**config.mk**
```make
export PLATFORM = sky130hd
export DESIGN_NAME = cd_pila
export DESIGN_NICKNAME = d
export VERILOG_FILES = /design/src/rtl/cd_pila.sv
export SDC_FILE = /design/constraint.sdc
export NUM_CORES = 1
export LEC_CHECK = 0
export ABC_AREA = 1
export BUFFER_PORTS_ARGS = -buffer_cell sky130_fd_sc_hd__buf_2
export CAP_MARGIN = 20
export CORE_MARGIN = 10
export CORE_UTILIZATION = 63
export DETAILED_ROUTE_END_ITERATION = 7
export PLACE_DENSITY = 0.78
export SYNTH_ARGS = -nofsm -noshare
export SYNTH_HDL_FRONTEND = slang
export SYNTH_SLANG_ARGS = --single-unit
```
**constraint.sdc**
```tcl
create_clock -name clk -period 7.1 [get_ports clk]
set_input_delay 1.775 -clock clk [delete_from_list [all_inputs] [get_ports clk]]
set_output_delay 1.775 -clock clk [all_outputs]
set_load 0.01 [all_outputs]
```
**src/rtl/cd_pila.sv**
```systemverilog
// Single-cycle datapath with a return-address stack for call/return.
// Holds PC, 16-entry register file, zero flag and stack occupancy/error state.
module cd_pila #(
  parameter int DATA_W  = 16,
  parameter int PC_W    = 10,
  parameter int STACK_D = 8
) (
  input  logic                      clk,
  input  logic                      reset,
  input  logic                      en,
  input  logic [31:0]               instr,
  output logic [PC_W-1:0]           pc,
  input  logic                      s_inc,
  input  logic                      s_call,
  input  logic                      s_ret,
  input  logic                      s_inm,
  input  logic                      s_datos,
  input  logic                      we3,
  input  logic                      wez,
  input  logic [2:0]                op_alu,
  input  logic [DATA_W-1:0]         datos,
  output logic [5:0]                opcode,
  output logic                      z,
  output logic [DATA_W-1:0]         direcciones,
  output logic                      stk_ovf,
  output logic                      stk_unf,
  output logic [$clog2(STACK_D):0]  stk_cnt
);

  localparam int SP_W  = $clog2(STACK_D);
  localparam int CNT_W = SP_W + 1;
  localparam logic [CNT_W-1:0] CNT_FULL = CNT_W'(STACK_D);

  logic [DATA_W-1:0] rf_q  [16];
  logic [PC_W-1:0]   stk_q [STACK_D];
  logic [PC_W-1:0]   pc_q, pc_d;
  logic [CNT_W-1:0]  cnt_q, cnt_d;
  logic              z_q;
  logic              ovf_q, ovf_d;
  logic              unf_q, unf_d;
  logic              push;

  logic [3:0]        ra1, ra2, wa3;
  logic [DATA_W-1:0] rd1, rd2, imm_ext, alu_a, alu_y, wd3;
  logic              zalu;
  logic [PC_W-1:0]   pc_inc, target;
  logic              full, empty;

  assign ra1    = instr[11:8];
  assign ra2    = instr[7:4];
  assign wa3    = instr[3:0];
  assign target = instr[PC_W-1:0];
  assign opcode = instr[31:26];

  // R0 is hardwired to zero on the read side; it is never written.
  assign rd1 = (ra1 == 4'd0) ? '0 : rf_q[ra1];
  assign rd2 = (ra2 == 4'd0) ? '0 : rf_q[ra2];

  always_comb begin
    imm_ext       = {DATA_W{instr[27]}};
    imm_ext[15:0] = instr[27:12];
  end

  assign alu_a = s_inm ? rd1 : imm_ext;

  always_comb begin
    alu_y = alu_a;
    case (op_alu)
      3'b000: alu_y = alu_a;
      3'b001: alu_y = ~alu_a;
      3'b010: alu_y = alu_a + rd2;
      3'b011: alu_y = alu_a - rd2;
      3'b100: alu_y = alu_a & rd2;
      3'b101: alu_y = alu_a | rd2;
      3'b110: alu_y = '0 - alu_a;
      3'b111: alu_y = '0 - rd2;
    endcase
  end

  assign zalu = (alu_y == '0);
  assign wd3  = s_datos ? datos : alu_y;

  assign pc_inc = pc_q + PC_W'(1);
  assign full   = (cnt_q == CNT_FULL);
  assign empty  = (cnt_q == '0);

  // Call and return together is illegal: flag both and fall through sequentially.
  always_comb begin
    pc_d  = pc_inc;
    cnt_d = cnt_q;
    ovf_d = ovf_q;
    unf_d = unf_q;
    push  = 1'b0;
    if (s_call && s_ret) begin
      ovf_d = 1'b1;
      unf_d = 1'b1;
    end else if (s_call) begin
      if (full) begin
        ovf_d = 1'b1;
      end else begin
        push  = 1'b1;
        cnt_d = cnt_q + CNT_W'(1);
        pc_d  = target;
      end
    end else if (s_ret) begin
      if (empty) begin
        unf_d = 1'b1;
      end else begin
        cnt_d = cnt_q - CNT_W'(1);
        pc_d  = stk_q[SP_W'(cnt_q - CNT_W'(1))];
      end
    end else if (!s_inc) begin
      pc_d = target;
    end
  end

  // Stack entries carry no reset; only the occupancy count defines validity.
  always_ff @(posedge clk) begin
    if (reset) begin
      pc_q  <= '0;
      cnt_q <= '0;
      z_q   <= 1'b0;
      ovf_q <= 1'b0;
      unf_q <= 1'b0;
      for (int i = 0; i < 16; i++) rf_q[i] <= '0;
    end else if (en) begin
      pc_q  <= pc_d;
      cnt_q <= cnt_d;
      ovf_q <= ovf_d;
      unf_q <= unf_d;
      if (wez) z_q <= zalu;
      if (we3 && (wa3 != 4'd0)) rf_q[wa3] <= wd3;
      if (push) stk_q[SP_W'(cnt_q)] <= pc_inc;
    end
  end

  assign pc          = pc_q;
  assign z           = z_q;
  assign direcciones = rd1;
  assign stk_ovf     = ovf_q;
  assign stk_unf     = unf_q;
  assign stk_cnt     = cnt_q;

endmodule

```
==> results.py, run 1 <==
metrics = {
    "status": {
        "status": "finished with violations",
        "violations": "design-rule violations",
    },
    "critical_path": {
        "crit_chain": "buf_6, buf_4, buf_4, o21ai_0, o21ai_1, nand2_1, nand3_1, nand2_1, inv_1, xor2_1, inv_1, ha_1, a21oi_1, or2_2, nand4_1, a21oi_1, xor2_1, o221a_1, nand2_1, nand2_1, nand2_1, o21ai_2, nor2_1",
        "crit_path_max_incr_delay_ps": 430,
        "path_class": "input port to register",
        "arrival_ps": 6450,
        "cp_max_fo": 57,
        "end_kind": "register",
        "crit_required_ps": 7390,
        "cp_num_buf_inv": 5,
        "cp_top_family": "compound AO/OA/AOI/OAI gates",
        "cp_slowest_cell": "buf_4",
        "crit_top_cell": "nand2_1",
        "cp-start-kind": "input port",
    },
    "timing": {
        "fin_crit_ps": 6160,
        "max_freq_mhz": 162,
        "finalSetupTns_ps": 0,
        "tightest_slew_ps": 1150,
        "setup_viol": 0,
        "hold_violations": 0,
        "fin_crit_sh_pct": 86.7,
        "fin_skew_ps": 29.9,
        "relSlewSlack_pct": 23.5,
        "maxSlewViolCount": 0,
        "rsz0062_at_grt": "no",
    },
    "route": {
        "drt_iter0_markers": 3422,
        "post-route-drc-count": 3,
        "wl_um": 78300,
        "viasPerCell": 6.38,
        "detail-route-antenna-nets": 0,
        "post_drt_wl_per_cell_um": 23.8,
        "dr_total_vias": 21000,
        "first_pass_iters": 8,
    },
    "clocking": {
        "cts_setup_buffers": 0,
        "postCtsResizedCells": 0,
        "clk_pin_slew_worst_paths_ps": 60,
        "cts_tree": "yes",
        "root_buffer": "clkbuf_16",
        "cts_num_sinks": 353,
        "h-tree-depth": 2,
        "clk_path_buf_depth": 3,
        "postCtsHoldBufs": 0,
        "clk_latency_ps": 580,
        "cts_buffers": 38,
    },
    "power": {
        "vdd_drop_max_mv": 0.270,
        "power_density_nw_per_um2": 235,
        "leakagePower_nw": 10.0,
    },
    "floorplanning": {
        "die_w_um": 208,
        "dieArea_sq_um": 43100,
        "rows": 68,
        "core_area_sq_um": 34600,
        "initial_core_util_pct": 64.0,
        "fp.dieH_um": 208,
        "io_pins": 100,
    },
    "placement": {
        "portBuffers": 91,
        "gp_congestion": 1.01,
        "dp_hpwl_um": 52900,
    },
    "flow_run": {
        "maxCapViolCount": 0,
    },
    "layout": {
        "layout-drive-gt1-share_pct": 12.1,
        "final_util_pct": 69.1,
        "nFillCells": 2784,
        "fin_nets": 2884,
        "syn_to_final_growth_pct": 8.02,
        "diodes": 0,
    },
    "yosys": {
        "synthTopCellsByArea": "edfxtp_1 46%, nand2_1 9.8%, nor2_1 6.8%, nand3_1 5.0%, o21ai_0 4.6%",
        "synth_seq_cells": 353,
        "synth_warnings": 0,
        "yosysMostFrequentCell": "nand2_1",
        "syn_area_per_cell_sq_um": 8.03,
        "yosys-top-cells-count": "576 x nand2_1, 403 x nor2_1, 336 x edfxtp_1, 255 x inv_1, 221 x nand3_1",
        "synth.distinct_cells": 61,
        "synth_top_area_share_pct": 45.5,
        "synth_top_cell_by_area": "edfxtp_1",
        "synth_edf_count": 336,
        "synthCells": 2758,
        "ys_seq_area_share_pct": 47.1,
        "ys.flop_type": "edfxtp_1",
        "synth_area_sq_um": 22200,
        "ys_async_sr_fraction_pct": 0,
    },
    "worst_hold_path": {
        "hp-class": "register to register",
    },
    "global_routing": {
        "grt_pass1_vias": 19800,
        "grt-ovfl-total": 0,
        "antenna_found_initial": 0,
        "grt_max_degree": 74,
        "gr-usage-all-layers_pct": 35.1,
        "grt_pass1_wl_um": 118000,
    },
}
-- report_power, final --
group / switching, mW / leakage (nW) / internal (mW)
Combinational: 0.925 / 6.08 / 0.375
Clock: 0.850 / 0.559 / 1.06
Sequential: 0.0431 / 3.39 / 2.37
Total: 1.82 / 10.0 / 3.81
-- final timing paths --
check / start / to / slack (ps) / cells past startpoint
max: instr[4] / rf_q[2][13] / 940 / 23
min: stk_ovf / stk_ovf / 470 / 2
max reg2reg: rf_q[10][0] / rf_q[15][14] / 2390 / 30
min reg2reg: stk_ovf / stk_ovf / 470 / 2
-- tightest hold or removal path, delay by kind of cell, from the launching register on --
kind             cells  cell delay (ps)
flip-flops           1              320
AO/OA/AOI/OAI        1               60
AND/OR/NAND/NOR      1               50
-- logic make-up after synthesis --
family          synth area share (%)
other cells                   0.0169
buf+inv                         9.91
mux                            0.198
compound gates                  15.5
flops                           47.1
simple gates                    24.9
xor+xnor                        1.07
fa+ha+maj                       1.33
-- flip-flops by register name (all words and copies together) (netlist names) --
| signal | flops |
|---|---|
| z | 1 |
| stk_cnt | 4 |
| pc | 10 |
| stk_q | 80 |
| stk_ovf | 1 |
| stk_unf | 1 |
| rf_q | 256 |
-- stage by stage --
stage / std cells / hold WS, ps / setup slack, ps / power, mW / instance area, sq um
after detailed placement: 3212 / 453 / 506 / 3.70 / 22700
after floorplan: 2773 / 487 / 1580 / 3.27 / 22200
after global placement: 3212 / 453 / 577 / 3.68 / 22700
after CTS: 3281 / 472 / 1090 / 5.56 / 23900
final: 3284 / 466 / 944 / 5.63 / 23900
after global routing: 3284 / 518 / 445 / 5.80 / 23900
-- layout make-up --
class | instances | area [sq um] | share of cell area (%)
clock inverter | 18 | 131 | 0.549
timing repair buffer | 161 | 1130 | 4.71
sequential | 353 | 10400 | 43.6
clock buffer | 51 | 1030 | 4.31
tap | 455 | 569 | 2.38
inverter | 280 | 1060 | 4.41
multi-input combinational | 1966 | 9580 | 40.0
-- layer usage --
metal	wire length [um]	share of wire (%)	GRT usage, %
met1	28300	36	45.4
met2	34100	44	52.8
met3	11300	14	9.51
met4	4580	5.8	18.8
met5	0	0	0
-- placed cells by master (no fill, tap or decap), types with 6 or more instances in the layout --
master     instances
o21ai_1           69
inv_2             16
conb_1            16
edfxtp_1         336
buf_12            10
a21oi_1          168
o221ai_1          13
inv_1            255
nand3_1          221
xnor2_1            6
nand2_2           26
nand2_1          576
clkbuf_1          11
nor2_1           403
o21ai_2           10
xor2_1            21
ha_1              22
clkbuf_16         39
a21oi_2           11
clkinv_1          16
o22ai_1            8
nor3_1            11
a221oi_1          12
dfxtp_1           17
buf_2             87
a31oi_1            8
o211ai_2           6
o211ai_1          57
nor2_2            37
nand3_2           11
buf_4             61
o21ai_0          204
Note: power is estimated with default switching activity, not from simulation.
==> run 2, diff against run 1 <==
--- a/config.mk
+++ b/config.mk
@@ -6,7 +6,7 @@
 export NUM_CORES = 1
 export LEC_CHECK = 0
 export ABC_AREA = 1
-export BUFFER_PORTS_ARGS = -buffer_cell sky130_fd_sc_hd__buf_2
+export BUFFER_PORTS_ARGS = -buffer_cell sky130_fd_sc_hd__buf_4
 export CAP_MARGIN = 20
 export CORE_MARGIN = 10
 export CORE_UTILIZATION = 63
==> results.py, run 2 (synthesized netlist as in run 1, its figures left out) <==
metrics = {
    "status": {
        "status": "complete, no violations",
    },
    "power": {
        "clock_power_share_pct": 35.1,
        "seq_power_share_pct": 42.7,
        "swShare_pct": 31.1,
        "p_int_mw": 3.91,
        "net-switching-power_mw": 1.76,
        "combPwrFrac_pct": 22.3,
        "power_density_nw_per_um2": 236,
        "power.total_mw": 5.67,
        "vdd_drop_max_mv": 0.269,
        "leakagePower_nw": 10.0,
    },
    "floorplanning": {
        "die_w_um": 208,
        "rows": 68,
        "io_pins": 100,
        "fp.dieH_um": 208,
        "dieArea_sq_um": 43100,
        "initial_core_util_pct": 64.0,
        "core_area_sq_um": 34600,
    },
    "layout": {
        "final_util_pct": 69.5,
        "final_cell_mix": "576 x nand2_1, 402 x nor2_1, 336 x edfxtp_1, 255 x inv_1, 221 x nand3_1",
        "syn_to_final_growth_pct": 8.57,
        "layout-drive-gt1-share_pct": 11.7,
        "multiInputGateArea_sq_um": 9580,
        "final_common_cell": "nand2_1",
        "fin_nets": 2867,
        "regMostFlops": "rf_q",
        "nFillCells": 2785,
        "seq_area_sq_um": 10400,
        "largest_reg_flops": 256,
    },
    "timing": {
        "fin_ws_ps": 846,
        "finalSetupTns_ps": 0,
        "fin_worst_hold_slack_ps": 478,
        "setup_viol": 0,
        "rsz0062_at_grt": "no",
        "relSlewSlack_pct": 20.8,
        "fin_crit_ps": 6250,
        "fin_crit_sh_pct": 88.1,
        "maxSlewViolCount": 0,
        "max_freq_mhz": 160,
        "hold_violations": 0,
        "tightest_slew_ps": 1190,
        "fin_skew_ps": 19.0,
    },
    "global_routing": {
        "grt_max_degree": 91,
        "grt-ovfl-total": 0,
        "antenna_found_initial": 1,
        "grt_pass1_wl_um": 115000,
        "gr-usage-all-layers_pct": 34.2,
        "grt_pass1_vias": 19300,
    },
    "critical_path": {
        "path_class": "input port to register",
        "crit_path_max_incr_delay_ps": 410,
        "crit_top_cell": "nand2_1",
        "cp_slowest_cell": "o21ai_2",
        "cp_max_fo": 65,
        "cp-start-kind": "input port",
        "crit_required_ps": 7370,
        "end_kind": "register",
        "r2r_setup_slack_ps": 2250,
        "arrival_ps": 6520,
    },
    "clocking": {
        "postCtsHoldBufs": 0,
        "clk_pin_slew_worst_paths_ps": 60,
        "cts_setup_buffers": 0,
        "cts_tree": "yes",
        "postCtsResizedCells": 0,
        "clk_path_buf_depth": 3,
        "cts_buffers": 37,
        "cts_num_sinks": 353,
        "clk_latency_ps": 560,
        "root_buffer": "clkbuf_16",
        "h-tree-depth": 2,
    },
    "worst_hold_path": {
        "hp-class": "register to register",
    },
    "route": {
        "detail-route-antenna-nets": 0,
        "post_drt_wl_per_cell_um": 23.5,
        "first_pass_iters": 7,
        "dr_total_vias": 20800,
        "wl_um": 76600,
        "post-route-drc-count": 0,
        "drt_iter0_markers": 3223,
        "viasPerCell": 6.36,
    },
    "placement": {
        "dp_hpwl_um": 51700,
        "dp_slack_ps": 494,
        "portBuffers": 91,
        "gp_congestion": 1.04,
    },
    "flow_run": {
        "maxCapViolCount": 0,
    },
}
[run 2: area by class of cell]
class                      instances  area share, %
timing repair buffer             145           4.95
clock inverter                    22           1.01
inverter                         280           4.39
multi-input combinational       1966           39.9
clock buffer                      44           4.05
antenna                            1         0.0104
sequential                       353           43.4
tap                              455           2.37
[run 2: final timing paths]
kind            endpoint  cells past startpoint  startpoint
min reg2reg      stk_unf                      2     stk_unf
min              stk_unf                      2     stk_unf
max reg2reg  rf_q[6][13]                     28  rf_q[9][3]
max          rf_q[6][13]                     29    instr[4]
[run 2: metal layers]
metal | share of wire [%] | up-vias | wire length, um | global-route usage, %
met5 | 0 | - | 0 | 0
met4 | 6.1 | 0 | 4670 | 18.8
met3 | 14 | 278 | 10700 | 8.78
met2 | 44 | 1631 | 33300 | 51.9
met1 | 36 | 9559 | 27900 | 44.0
li1 | - | 9300 | - | -
[run 2: critical path: cells and delay by family]
family / cells / cell delay (ps)
compound gates: 5 / 1050
xor+xnor: 2 / 300
simple gates: 19 / 2270
fa+ha+maj: 1 / 360
buf+inv: 2 / 710
[run 2: power by group through the flow]
stage                     Sequential, mW  Clock (mW)  Combinational (mW)
after floorplan                     2.44           0               0.830
after global placement              2.45           0                1.20
after detailed placement            2.46           0                1.21
after CTS                           2.41        1.98                1.22
after global routing                2.42        2.06                1.36
final                               2.42        1.99                1.26
[run 2: metrics by stage]
step | std cells | area [sq um]
2_1_floorplan | 2773 | 22200
3_3_place_gp | 3197 | 22800
3_5_place_dp | 3197 | 22800
4_1_cts | 3263 | 24000
5_1_grt | 3265 | 24000
6_report | 3266 | 24000
